==> src/rtl/k_and_s_pkg.sv <==
// Shared types and constants for the K-and-S processor control path.
package k_and_s_pkg;

    // Instruction classes produced by the IR decoder. The type is 5 bits wide,
    // so codes 16..31 are unassigned; the controller treats those like NOP.
    typedef enum logic [4:0] {
        I_NOP    = 5'd0,
        I_LOAD   = 5'd1,
        I_STORE  = 5'd2,
        I_MOVE   = 5'd3,
        I_ADD    = 5'd4,
        I_SUB    = 5'd5,
        I_AND    = 5'd6,
        I_OR     = 5'd7,
        I_BRANCH = 5'd8,
        I_BZERO  = 5'd9,
        I_BNZERO = 5'd10,
        I_BNEG   = 5'd11,
        I_BNNEG  = 5'd12,
        I_BOV    = 5'd13,
        I_BNOV   = 5'd14,
        I_HALT   = 5'd15
    } decoded_instruction_type;

    // ALU operation codes
    localparam logic [1:0] OP_OR  = 2'b00;
    localparam logic [1:0] OP_ADD = 2'b01;
    localparam logic [1:0] OP_SUB = 2'b10;
    localparam logic [1:0] OP_AND = 2'b11;

    // Multicycle controller states
    typedef enum logic [2:0] {
        ST_FETCH   = 3'd0,
        ST_LOAD_IR = 3'd1,
        ST_DECODE  = 3'd2,
        ST_MEM     = 3'd3,
        ST_HALTED  = 3'd4
    } ctrl_state_t;

endpackage

==> src/rtl/k_and_s_wait_timer.sv <==
// Access-length timer: counts the cycles of one RAM access (fetch or data
// access) and flags the final cycle. While start is held, done rises once the
// count reaches MEM_WAIT_CYCLES; the counter clears on that final cycle so
// back-to-back accesses (MEM followed directly by FETCH) each start from 0.
module k_and_s_wait_timer #(
    parameter int MEM_WAIT_CYCLES = 0
) (
    input  logic clk,
    input  logic rst_n,
    input  logic start,
    output logic done
);

    localparam logic [3:0] LP_LAST = 4'(MEM_WAIT_CYCLES);

    logic [3:0] r_count;

    assign done = start && (r_count == LP_LAST);

    // Advance while an access is in progress, otherwise hold at zero
    always_ff @(posedge clk or negedge rst_n) begin
        if (!rst_n) begin
            r_count <= '0;
        end else if (start && !done) begin
            r_count <= r_count + 4'd1;
        end else begin
            r_count <= '0;
        end
    end

endmodule

==> src/rtl/k_and_s_mc_control_unit.sv <==
// Multicycle control unit for the K-and-S processor: fetch, IR load,
// decode/execute and optional data-memory access, with configurable RAM wait
// states, selectable overflow flag for BOV/BNOV and a retired-instruction count.
module k_and_s_mc_control_unit
    import k_and_s_pkg::*;
#(
    parameter int MEM_WAIT_CYCLES = 0,
    parameter int OVF_SIGNED      = 1,
    parameter int CNT_W           = 16
) (
    input  logic                    clk,
    input  logic                    rst_n,
    input  decoded_instruction_type decoded_instruction,
    input  logic                    zero_op,
    input  logic                    neg_op,
    input  logic                    unsigned_overflow,
    input  logic                    signed_overflow,
    output logic                    branch,
    output logic                    pc_enable,
    output logic                    ir_enable,
    output logic                    write_reg_enable,
    output logic                    addr_sel,
    output logic                    c_sel,
    output logic [1:0]              operation,
    output logic                    flags_reg_enable,
    output logic                    ram_write_enable,
    output logic                    halt,
    output logic                    instr_done,
    output logic [CNT_W-1:0]        retired_count
);

    localparam bit LP_OVF_SIGNED = (OVF_SIGNED != 0);

    ctrl_state_t      r_state;
    ctrl_state_t      w_state_next;
    logic             w_access;
    logic             w_wait_done;
    logic             w_ovf;
    logic             w_taken;
    logic [CNT_W-1:0] r_retired;

    // The timer runs only during the two RAM-facing states
    assign w_access = (r_state == ST_FETCH) || (r_state == ST_MEM);
    assign w_ovf    = LP_OVF_SIGNED ? signed_overflow : unsigned_overflow;

    k_and_s_wait_timer #(
        .MEM_WAIT_CYCLES(MEM_WAIT_CYCLES)
    ) u_wait_timer (
        .clk  (clk),
        .rst_n(rst_n),
        .start(w_access),
        .done (w_wait_done)
    );

    // Branch condition evaluation for the decoded instruction
    always_comb begin
        w_taken = 1'b0;
        case (decoded_instruction)
            I_BRANCH: w_taken = 1'b1;
            I_BZERO:  w_taken = zero_op;
            I_BNZERO: w_taken = !zero_op;
            I_BNEG:   w_taken = neg_op;
            I_BNNEG:  w_taken = !neg_op;
            I_BOV:    w_taken = w_ovf;
            I_BNOV:   w_taken = !w_ovf;
            default:  w_taken = 1'b0;
        endcase
    end

    // State register
    always_ff @(posedge clk or negedge rst_n) begin
        if (!rst_n) begin
            r_state <= ST_FETCH;
        end else begin
            r_state <= w_state_next;
        end
    end

    // Next-state and control-strobe decode; everything defaults to inactive
    always_comb begin
        w_state_next     = r_state;
        branch           = 1'b0;
        pc_enable        = 1'b0;
        ir_enable        = 1'b0;
        write_reg_enable = 1'b0;
        addr_sel         = 1'b0;
        c_sel            = 1'b0;
        operation        = OP_OR;
        flags_reg_enable = 1'b0;
        ram_write_enable = 1'b0;
        halt             = 1'b0;
        instr_done       = 1'b0;
        case (r_state)
            ST_FETCH: begin
                addr_sel = 1'b0;
                if (w_wait_done) begin
                    w_state_next = ST_LOAD_IR;
                end
            end
            ST_LOAD_IR: begin
                ir_enable    = 1'b1;
                pc_enable    = 1'b1;
                w_state_next = ST_DECODE;
            end
            ST_DECODE: begin
                w_state_next = ST_FETCH;
                instr_done   = 1'b1;
                case (decoded_instruction)
                    I_ADD, I_SUB, I_AND, I_OR: begin
                        write_reg_enable = 1'b1;
                        c_sel            = 1'b1;
                        flags_reg_enable = 1'b1;
                        case (decoded_instruction)
                            I_ADD:   operation = OP_ADD;
                            I_SUB:   operation = OP_SUB;
                            I_AND:   operation = OP_AND;
                            default: operation = OP_OR;
                        endcase
                    end
                    I_MOVE: begin
                        // MOVE passes the source through the ALU without touching flags
                        write_reg_enable = 1'b1;
                        c_sel            = 1'b1;
                        operation        = OP_OR;
                    end
                    I_BRANCH, I_BZERO, I_BNZERO, I_BNEG, I_BNNEG, I_BOV, I_BNOV: begin
                        branch    = w_taken;
                        pc_enable = w_taken;
                    end
                    I_LOAD, I_STORE: begin
                        instr_done   = 1'b0;
                        w_state_next = ST_MEM;
                    end
                    I_HALT: begin
                        w_state_next = ST_HALTED;
                    end
                    default: begin
                    end
                endcase
            end
            ST_MEM: begin
                addr_sel = 1'b1;
                // Write strobes only on the last cycle so each access writes once
                if (w_wait_done) begin
                    instr_done   = 1'b1;
                    w_state_next = ST_FETCH;
                    if (decoded_instruction == I_LOAD) begin
                        write_reg_enable = 1'b1;
                        c_sel            = 1'b0;
                    end
                    if (decoded_instruction == I_STORE) begin
                        ram_write_enable = 1'b1;
                    end
                end
            end
            ST_HALTED: begin
                halt = 1'b1;
            end
            default: begin
                w_state_next = ST_FETCH;
            end
        endcase
    end

    // Retired-instruction counter, wraps silently
    always_ff @(posedge clk or negedge rst_n) begin
        if (!rst_n) begin
            r_retired <= '0;
        end else if (instr_done) begin
            r_retired <= r_retired + CNT_W'(1);
        end
    end

    assign retired_count = r_retired;

endmodule

==> config.mk <==
export PLATFORM = sky130hd
export DESIGN_NAME = k_and_s_mc_control_unit
export DESIGN_NICKNAME = d
export VERILOG_FILES = /design/src/rtl/k_and_s_pkg.sv /design/src/rtl/k_and_s_wait_timer.sv /design/src/rtl/k_and_s_mc_control_unit.sv
export SDC_FILE = /design/constraint.sdc
export NUM_CORES = 1
export LEC_CHECK = 0
export BUFFER_PORTS_ARGS = -buffer_cell sky130_fd_sc_hd__buf_2
export CORE_MARGIN = 2
export CORE_UTILIZATION = 37
export DETAILED_ROUTE_END_ITERATION = 10
export GPL_TIMING_DRIVEN = 0
export MAX_ROUTING_LAYER = met4
export SYNTH_ARGS = -nofsm -noshare
export SYNTH_HDL_FRONTEND = slang
export SYNTH_SLANG_ARGS = --single-unit
==> constraint.sdc <==
create_clock -name clk -period 3.3 [get_ports clk]
set_clock_uncertainty 0.2 [all_clocks]
set_input_delay 0.495 -clock clk [delete_from_list [all_inputs] [get_ports clk]]
set_output_delay 0.495 -clock clk [all_outputs]
set_load 0.03 [all_outputs]
==> summary.md, run 1 <==
| Metric | Value |
|---|---|
| Status | complete, no violations |
| Final core utilization | 0.475 |
| Post-Synth XOR/XNOR Area | 0.123 |
| WP buf/inv | 4 |
| Netlist Area Pre-Place | 1350 µm² |
| Setup violators final | 0 |
| Synth top area share | 0.426 |
| Pwr Density | 632 nW/µm² |
| Share of layout cells above drive strength 1 | 0.311 |
| Fmax | 338 MHz |
| Syn avg cell area | 9.93 µm² |
| Starting Density | 0.395 |
| Yosys reg bits | 23 |
| Sw frac | 0.445 |
| Drt total wl | 2720 µm |
| GRT overflow | 0 |
| GRT Total Usage | 0.143 |
| Unrepaired setup endpoints after global routing | false |
| First DRT Iteration DRCs | 40 |
| Final Non-Filler Cells | 223 |
| Maximum buffer depth of the clock tree | 2 |
| Cells after DPL | 218 |
| Multi-input logic area | 698 µm² |
| Reg power frac | 0.368 |
| Clk network pwr share | 0.123 |
| Post-Synthesis Cells | 136 |
| CP Launch Type | flip-flop |
| # nets final | 192 |
| Gates resized, CTS repair | 0 |
| Final Wtd Congestion | 0.821 |
| CTS tree | yes |
| I/O pin cnt | 39 |
| P_leak | 0.767 nW |
| Final critical-path required period | 2960 ps |
| Psw | 456 µW |
| Synth area leaders | dfrtp_1, xnor2_1, nor2_1 |
| CP max-delay cell | dfrtp_1 |
| H-tree depth | 1 |
| Worst Path Max Fanout | 10 |
| Area Growth Syn to Fin | 20.3% |
| Main combinational cell family by area after synthesis | simple AND/OR/NAND/NOR gates |
| Largest net degree at the start of global routing | 24 |
| Drt pass-1 iters | 4 |
| Endpoints failing hold | 0 |
| Initial antenna violation count | 0 |
| Final Max Tran Viols | 0 |
| EDFF count, synth | 0 |
| Gate power share | 0.509 |
| Multiplexer share of the synthesized area | 0.0167 |
| Port-buffer cells | 36 |
| Reg-to-reg startpoint | u_wait_timer.r_count[0] |
| Worst EP arrival | 2260 ps |
| Worst-Margin Slew | 512 ps |
| Min Hold Slack | 273 ps |
| CTS Buf Count | 3 |
| P_int | 570 µW |
| Async set-reset flop share out of synthesis | 1.00 |
| Die ar. | 4150 µm² |
| Reg clk slew, reported paths | 110 ps |
| Via count of the first global-routing pass | 1,042 |
| Via count | 1,129 |
| Final HPWL DP | 2090 µm |
| ANT nets after route | 0 |
| First-pass GRT wire length | 4600 µm |
| Worst Setup End Kind | output pin |
| Leading area contributor after synthesis | dfrtp_1 |
| Sum Neg Setup Slack | 0 ps |
| Ys flop type | dfrtp_1 |
| Row count | 21 |
| Antenna cells | 0 |
| Area after DPL | 1590 µm² |
| Skew-Pair Late Insertion Delay | 300 ps |
| Rel. slew slack | 0.659 |
| Worst setup path start | u_wait_timer.r_count[0] |
| Delay of the slowest cell on the worst path | 430 ps |
| CTS Hold Bufs | 1 |
| Setup Fix Bufs, Post-CTS | 0 |
| Sequential cell area | 576 µm² |
| Hold Crit Start | retired_count[15] |
| Period utilisation layout | 0.896 |
| Post-route setup slack | 343 ps |
| Number of max-cap violations | 0 |
| VDD IR max | 0.300 mV |
| Dpl ws | 658 ps |
| Drt via density | 5.06 |
| HP Class | flip-flop to flip-flop |
| Synth Area in Adders | 0.0278 |
| Core area | 3420 µm² |
| Crit-path leading delay family | simple AND/OR/NAND/NOR gates |
| Kind of critical path | flip-flop to output pin |
| Overall die width | 64.4 µm |
| Synth Area in Compound Gates | 0.134 |
| Simple-gate share of the synthesized area | 0.215 |
| Die H | 64.4 µm |
| Synthesis Warnings | 0 |
| # fillers | 342 |
| Fin area | 1620 µm² |
| Mapped Nets | 150 |
| Sequence of cells on the critical path | inv_1, ha_1, nor3b_2, and2_1, buf_2, buf_6, nand2_1, nor3b_1, buf_2 |
| WP data required | 2600 ps |
| Design Power | 1.03 mW |
| DRC | 0 |
| Top cell by count, worst path | buf_2 |
| Yosys cell types | 39 |
| Sequential fraction of the synthesis area | 0.426 |
| Sink Count | 23 |
| Drt wl/cell | 12.2 µm |
| Root Buffer | clkbuf_4 |
==> synth_stat cells (2+ instances only) <==
library cell	instances
a21oi_1	4
and2_1	4
and3_1	2
buf_2	4
buf_6	2
dfrtp_1	23
ha_1	3
inv_1	6
mux2_2	2
nand2_1	7
nand2b_1	3
nand3_1	4
nand4_1	2
nor2_1	13
nor3_1	2
nor3b_1	4
o2111ai_1	5
o211ai_1	4
o21ai_0	2
o21ai_1	4
xnor2_1	16
xor2_1	3
==> metal layers <==
metal  wire length, µm  vias up  global-route usage
li1                  -      557                   -
met1              1300      533               0.188
met2              1250       37               0.223
met3               135        2              0.0246
met4                27        0              0.0505
met5                 0        -                   -
==> registers in the layout, summed over array words and instances, names as in the netlist <==
name / count
u_wait_timer.r_count: 4
r_state: 3
retired_count: 16
==> cells in the final DEF, fill, tap and decap left out, types with 2 or more instances in the layout <==
cell / count
nor2_1: 13
o211ai_1: 4
nor3b_1: 4
o2111ai_1: 5
o21ai_0: 2
nor3_1: 2
and2_1: 4
nand4_1: 2
o21ai_1: 4
nand2_1: 7
xnor2_1: 16
nand3_1: 4
buf_2: 40
inv_1: 6
and3_1: 2
xor2_1: 3
mux2_2: 2
clkbuf_1: 2
clkbuf_4: 3
dfrtp_1: 23
nand2b_1: 3
buf_6: 2
a21oi_1: 4
ha_1: 3
==> logic make-up after synthesis <==
group           after synthesis
flops                        23
mux                           2
buf+inv                      14
fa+ha+maj                     3
simple gates                 51
xor+xnor                     19
compound gates               24
==> final timing paths <==
path	slack [ps]	cells after the start	end
hold / removal	270	1	retired_count[15]
hold reg to reg	270	1	retired_count[15]
setup / recovery	340	9	ram_write_enable
max in group asynchronous	2070	2	u_wait_timer.r_count[0]
setup reg to reg	1240	7	retired_count[1]
min in group asynchronous	470	2	retired_count[4]
==> power groups by stage <==
| stage | combinational, mW | sequential, mW | clock [mW] |
|---|---|---|---|
| after detailed placement | 0.525 | 0.384 | 0 |
| after global placement | 0.519 | 0.381 | 0 |
| final | 0.522 | 0.378 | 0.126 |
| after CTS | 0.528 | 0.378 | 0.132 |
| after floorplan | 0.326 | 0.448 | 0 |
| after global routing | 0.567 | 0.387 | 0.149 |
==> area by class of cell <==
type                    count  share of cell area
well taps                  46              0.0354
flip-flops and latches     23               0.354
clock buffers               4              0.0162
plain buffers               8              0.0331
inverters                   6              0.0139
multi-input cells          99               0.430
repair buffers             37               0.117
No activity file was read; power rests on OpenSTA's default activity.
==> run 2: changes to the inputs <==
--- a/config.mk
+++ b/config.mk
@@ -13,4 +13,5 @@
 export MAX_ROUTING_LAYER = met4
 export SYNTH_ARGS = -nofsm -noshare
 export SYNTH_HDL_FRONTEND = slang
+export SYNTH_HIERARCHICAL = 1
 export SYNTH_SLANG_ARGS = --single-unit
==> run 2 against run 1 <==
Fmax fell by 5.1%. Global-route usage rose by 1.2 points. Worst hold slack improved by 33 ps. Highest routed layer unchanged.
==> summary.md, run 2 <==
| Metric | Value |
|---|---|
| Status | complete, no violations |
| Initial antenna violation count | 0 (unchanged) |
| Setup violators final | 0 (unchanged) |
| Die H | 64.3 µm (-0.13%) |
| First DRT Iteration DRCs | 38 (-5.0%) |
| Reg clk slew, reported paths | 130 ps (+20 ps) |
| Area Growth Syn to Fin | 21.0% |
| Cells after DPL | 215 (-1.4%) |
| Worst EP arrival | 2420 ps (+160 ps) |
| CTS Buf Count | 3 (unchanged) |
| Die ar. | 4140 µm² (-0.26%) |
| Most frequent cells in the layout | buf_2, dfrtp_1, xnor2_1 |
| Design Power | 1.07 mW (+4.5%) |
| Via count of the first global-routing pass | 1,126 (+8.1%) |
| Leading area contributor after synthesis | dfrtp_1 |
| Synthesis Warnings | 6 (+6) |
| VDD IR max | 0.647 mV (+120%) |
| Drt pass-1 iters | 4 (unchanged) |
| Unrepaired setup endpoints after global routing | false |
| Most common cell in the netlist | dfrtp_1 |
| HP Class | flip-flop to flip-flop |
| R2r setup slk | 1030 ps (-210 ps) |
| Post-Synthesis Cells | 134 (-1.5%) |
| Port-buffer cells | 35 (-2.8%) |
| Reg-to-reg startpoint | u_wait_timer/r_count[0] |
| Via count | 1,131 (+0.18%) |
| Synth area leaders | dfrtp_1, xnor2_1, o2111ai_1 |
| Netlist Area Pre-Place | 1350 µm² (-0.28%) |
| Most frequent cells after synthesis | dfrtp_1, xnor2_1, nor2_1 |
| Dpl ws | 326 ps (-332 ps) |
| Async set-reset flop share out of synthesis | 1.00 (unchanged) |
| Drt wl/cell | 13.4 µm (+9.9%) |
| Yosys reg bits | 23 (unchanged) |
| Row count | 21 (unchanged) |
| Starting Density | 0.394 (-0.00110) |
| CP Launch Type | flip-flop |
| Synth top area share | 0.428 (+0.00119) |
| I/O pin cnt | 39 (unchanged) |
| Share of layout cells above drive strength 1 | 0.322 (+0.0111) |
| Post-route setup slack | 182 ps (-160 ps) |
| Final HPWL DP | 2220 µm (+6.4%) |
| Skew-Pair Late Insertion Delay | 320 ps (+20 ps) |
| Overall die width | 64.3 µm (-0.13%) |
| Worst R2R End | retired_count[12] |
| Sink Count | 23 (unchanged) |
| ANT nets after route | 0 (unchanged) |
| Mapped Nets | 148 (-1.3%) |
| Maximum buffer depth of the clock tree | 2 (unchanged) |
| GRT Total Usage | 0.155 (+0.0119) |
| # nets final | 189 (-1.6%) |
| Worst-Margin Slew | 522 ps (+9.67 ps) |
| GRT overflow | 0 (unchanged) |
| Min Hold Slack | 306 ps (+33.4 ps) |
| Root Buffer | clkbuf_4 |
| Sequential fraction of the synthesis area | 0.428 (+0.00119) |
| Final Non-Filler Cells | 220 (-1.3%) |
| Drt total wl | 2940 µm (+8.4%) |
| Kind of critical path | flip-flop to output pin |
| P_leak | 0.775 nW (+1.1%) |
| Final Max Tran Viols | 0 (unchanged) |
| R2R cell count | 10 (+3) |
| Period utilisation layout | 0.945 (+0.0486) |
| Leading cell type in the layout, fill and taps excluded | buf_2 |
| Area after DPL | 1580 µm² (-0.55%) |
| Hold Crit Start | retired_count[15] |
| Ys flop type | dfrtp_1 |
| WP data required | 2600 ps (about the same) |
| Worst Hold Path EP | retired_count[15] |
| H-tree depth | 1 (unchanged) |
| Rel. slew slack | 0.652 (-0.00645) |
| EDFF count, synth | 0 (unchanged) |
| Number of max-cap violations | 0 (unchanged) |
| Drt via density | 5.14 (+1.5%) |
| DRC | 0 (unchanged) |
| Yosys cell types | 42 (+7.7%) |
| # fillers | 336 (-1.8%) |
| Core area | 3420 µm² (unchanged) |
| Final Wtd Congestion | 0.793 (-3.5%) |
| Endpoints failing hold | 0 (unchanged) |
| Sum Neg Setup Slack | 0 ps (unchanged) |
| Worst Path Max Fanout | 10 (unchanged) |
| Fin area | 1630 µm² (+0.31%) |
| Syn avg cell area | 10.0 µm² (+1.2%) |
| Final core utilization | 0.477 (+0.00146) |
| Worst Hold Depth | 1 (unchanged) |
| Number of flip-flops in the largest register | 16 (unchanged) |
| Pwr Density | 659 nW/µm² (+4.2%) |
| Worst Setup End Kind | output pin |
| Final critical-path required period | 3120 ps (+160 ps) |
| Largest net degree at the start of global routing | 24 (unchanged) |
| Fmax | 321 MHz (-5.1%) |
| CTS tree | yes |
| Setup Fix Bufs, Post-CTS | 0 (unchanged) |
| First-pass GRT wire length | 4950 µm (+7.7%) |
| Antenna cells | 0 (unchanged) |
==> run 2: how the worst max path moves through the flow <==
stage	from	slack (ps)	endpoint
after floorplan	r_state[1]	310	ram_write_enable
after global placement	r_state[1]	340	write_reg_enable
after detailed placement	r_state[1]	330	write_reg_enable
after CTS	r_state[1]	70	write_reg_enable
after global routing	r_state[0]	30	write_reg_enable
final	u_wait_timer/r_count[0]	180	write_reg_enable
==> run 2: repair_timing <==
action,in CTS,in global routing
pin swaps,0,1
resized for setup,1,4
hold endpoints to repair,23,0
hold buffers,1,0
endpoints found under the setup margin,1,1
==> run 2: routing by layer <==
layer / track usage / vias to the layer above / routed length [µm]
met4: 0.0452 / 0 / 23
met1: 0.205 / 555 / 1330
met3: 0.0282 / 2 / 88
met5: - / - / 0
li1: - / 557 / -
met2: 0.243 / 17 / 1500
==> run 2: logic make-up after synthesis <==
kind of cell,after synthesis,share of synthesized area
AND/OR/NAND/NOR,50,0.226
buffers and inverters,13,0.0455
flip-flops,23,0.428
AO/OA/AOI/OAI,26,0.146
XOR/XNOR,17,0.111
multiplexers,2,0.0167
adder cells (fa/ha/maj),3,0.0279
==> run 2: critical path: stages, from the launching register on <==
cell and delay (ps):
dfrtp_1 450, inv_1 80, ha_1 190, nand2b_4 60, nor2_2 130, and2_4 170, and2_1 140, buf_2 200
clkbuf_4 240, nand3_1 90, a21oi_1 140, buf_2 210
==> run 2: where the power goes <==
group          internal (mW)  switching (mW)
clock                 0.0454          0.0873
combinational          0.197           0.341
sequential             0.335          0.0678
total                  0.577           0.496
==> run 2: layout make-up <==
class                           count  area (µm²)  share of cell area
Tap cell                           46        57.6              0.0353
Clock inverter                      1        5.00             0.00307
Buffer                              7        41.3              0.0253
Clock buffer                        3        22.5              0.0138
Sequential cell                    23         578               0.355
Inverter                            6        22.5              0.0138
Multi-Input combinational cell     98         717               0.440
Timing Repair Buffer               36         185               0.114
==> run 3: changes to the inputs <==
--- a/config.mk
+++ b/config.mk
@@ -9,9 +9,9 @@
 export CORE_MARGIN = 2
 export CORE_UTILIZATION = 37
 export DETAILED_ROUTE_END_ITERATION = 10
-export GPL_TIMING_DRIVEN = 0
 export MAX_ROUTING_LAYER = met4
 export SYNTH_ARGS = -nofsm -noshare
 export SYNTH_HDL_FRONTEND = slang
 export SYNTH_HIERARCHICAL = 1
 export SYNTH_SLANG_ARGS = --single-unit
+export TNS_END_PERCENT = 1
==> run 3 against run 2 <==
Critical path depth decreased by 4. Sequential share of layout area rose by 0.59 points. Clock power hardly changed. Global-route usage barely moved. Fmax grew 3.6%. Via count fell by 0.97%. Flip-flop and latch count unchanged. Combinational power down 5.2%.
==> summary.md, run 3 (synthesis gave the netlist of run 2 again) <==
| Metric | Value |
|---|---|
| Die H | 64.3 µm (unchanged) |
| Maximum buffer depth of the clock tree | 2 (unchanged) |
| CTS tree | yes |
| Sink Count | 23 (unchanged) |
| Area Growth Syn to Fin | 18.5% |
| Fin area | 1600 µm² (-2.1%) |
| Share of layout cells above drive strength 1 | 0.294 (-0.0277) |
| Drt wl/cell | 13.7 µm (+2.2%) |
| First-pass GRT wire length | 5080 µm (+2.6%) |
| Delay of the slowest cell on the worst path | 470 ps (+20 ps) |
| Setup violators final | 0 (unchanged) |
| Cells after DPL | 211 (-1.9%) |
| Rel. slew slack | 0.635 (-0.0173) |
| Worst-Margin Slew | 548 ps (+26.0 ps) |
| ANT nets after route | 0 (unchanged) |
| Drt total wl | 2950 µm (+0.31%) |
| Port-buffer cells | 37 (+5.7%) |
| Number of flip-flops in the largest register | 16 (unchanged) |
| Overall die width | 64.3 µm (unchanged) |
| Design Power | 1.05 mW (-2.5%) |
| Final Wtd Congestion | 0.785 (-1.0%) |
| Number of max-cap violations | 0 (unchanged) |
| Final core utilization | 0.467 (-0.00989) |
| GRT Total Usage | 0.155 (+0.000296) |
| Worst Path Max Fanout | 8 (-2) |
| DRC | 0 (unchanged) |
| H-tree depth | 1 (unchanged) |
| Drt pass-1 iters | 4 (unchanged) |
| I/O pin cnt | 39 (unchanged) |
| CP Launch Type | flip-flop |
| Dpl ws | 625 ps (+299 ps) |
| # nets final | 185 (-2.1%) |
| Via count | 1,120 (-0.97%) |
| Final Max Tran Viols | 0 (unchanged) |
| Pwr Density | 656 nW/µm² (-0.46%) |
| Post-route setup slack | 292 ps (+109 ps) |
| WP buf/inv | 1 (-3) |
| Final Non-Filler Cells | 216 (-1.8%) |
| Sequence of cells on the critical path | nor2b_1, nor3_1, and2_1, and2_1, nand2b_1, nor4_1, buf_2 |
| Initial antenna violation count | 0 (unchanged) |
| Core area | 3420 µm² (unchanged) |
| Worst setup path start | r_state[1] |
| Final HPWL DP | 2220 µm (-0.22%) |
| Die ar. | 4140 µm² (unchanged) |
| Period utilisation layout | 0.912 (-0.0331) |
| Status | complete, no violations |
| Leading cell type in the layout, fill and taps excluded | buf_2 |
| Worst EP arrival | 2310 ps (-110 ps) |
| P_leak | 0.760 nW (-1.9%) |
| Via count of the first global-routing pass | 1,152 (+2.3%) |
| Area after DPL | 1560 µm² (-1.3%) |
| WP data required | 2600 ps (about the same) |
| Min Hold Slack | 289 ps (-17.2 ps) |
| Kind of critical path | flip-flop to output pin |
| Largest net degree at the start of global routing | 24 (unchanged) |
| Hold Crit Start | retired_count[15] |
| Final critical-path required period | 3010 ps (-109 ps) |
| Top cell by count, worst path | and2_1 |
| First DRT Iteration DRCs | 44 (+16%) |
| HP Class | flip-flop to flip-flop |
| Crit-path leading delay family | simple AND/OR/NAND/NOR gates |
| Starting Density | 0.394 (unchanged) |
| CP max-delay cell | dfrtp_1 |
| Reg-to-reg startpoint | r_state[1] |
| GRT overflow | 0 (unchanged) |
| Antenna cells | 0 (unchanged) |
| Reg clk slew, reported paths | 130 ps (about the same) |
| CTS Buf Count | 3 (unchanged) |
| Skew-Pair Late Insertion Delay | 310 ps (about the same) |
| Gates resized, CTS repair | 0 (-1) |
| Worst Setup End Kind | output pin |
| Root Buffer | clkbuf_4 |
| Sum Neg Setup Slack | 0 ps (unchanged) |
| Fmax | 332 MHz (+3.6%) |
| Endpoints failing hold | 0 (unchanged) |
| Most frequent cells in the layout | buf_2, dfrtp_1, xnor2_1 |
| Unrepaired setup endpoints after global routing | false |
| Row count | 21 (unchanged) |
| Drt via density | 5.19 (+0.86%) |
| VDD IR max | 0.591 mV (-8.7%) |
[run 3: area by class of cell]
| cell class | count | area (µm²) |
|---|---|---|
| timing repair buffer | 39 | 203 |
| inverter | 6 | 22.5 |
| clock inverter | 1 | 5.00 |
| clock buffer | 3 | 22.5 |
| multi-input combinational | 98 | 709 |
| sequential | 23 | 576 |
| tap | 46 | 57.6 |
| fill | 344 | 1820 |
[run 3: final timing paths]
check,to,slack [ps],cells past startpoint
worst min register to register,retired_count[15],290,1
worst max-delay path,ram_write_enable,290,7
max in group asynchronous,retired_count[6],2080,2
min in group asynchronous,u_wait_timer/r_count[3],470,2
worst max register to register,retired_count[8],900,7
worst min-delay path,retired_count[15],290,1
[run 3: layer usage]
| metal | global-route usage | routed length, µm | part of all wire |
|---|---|---|---|
| met1 | 0.192 | 1350 | 0.46 |
| met2 | 0.268 | 1470 | 0.50 |
| met3 | 0.0176 | 114 | 0.039 |
| met4 | 0.0426 | 11 | 0.0037 |
| met5 | - | 0 | 0 |
[run 3: timing repair]
action | in CTS | in global routing
hold buffers | 1 | 0
endpoints found under the hold margin | 23 | 0
buffers inserted | 0 | 0
[run 3: power by group]
group	total (mW)	switching [mW]	internal, mW
combinational	0.510	0.337	0.173
clock	0.134	0.0890	0.0453
sequential	0.402	0.0697	0.332
total	1.05	0.496	0.550
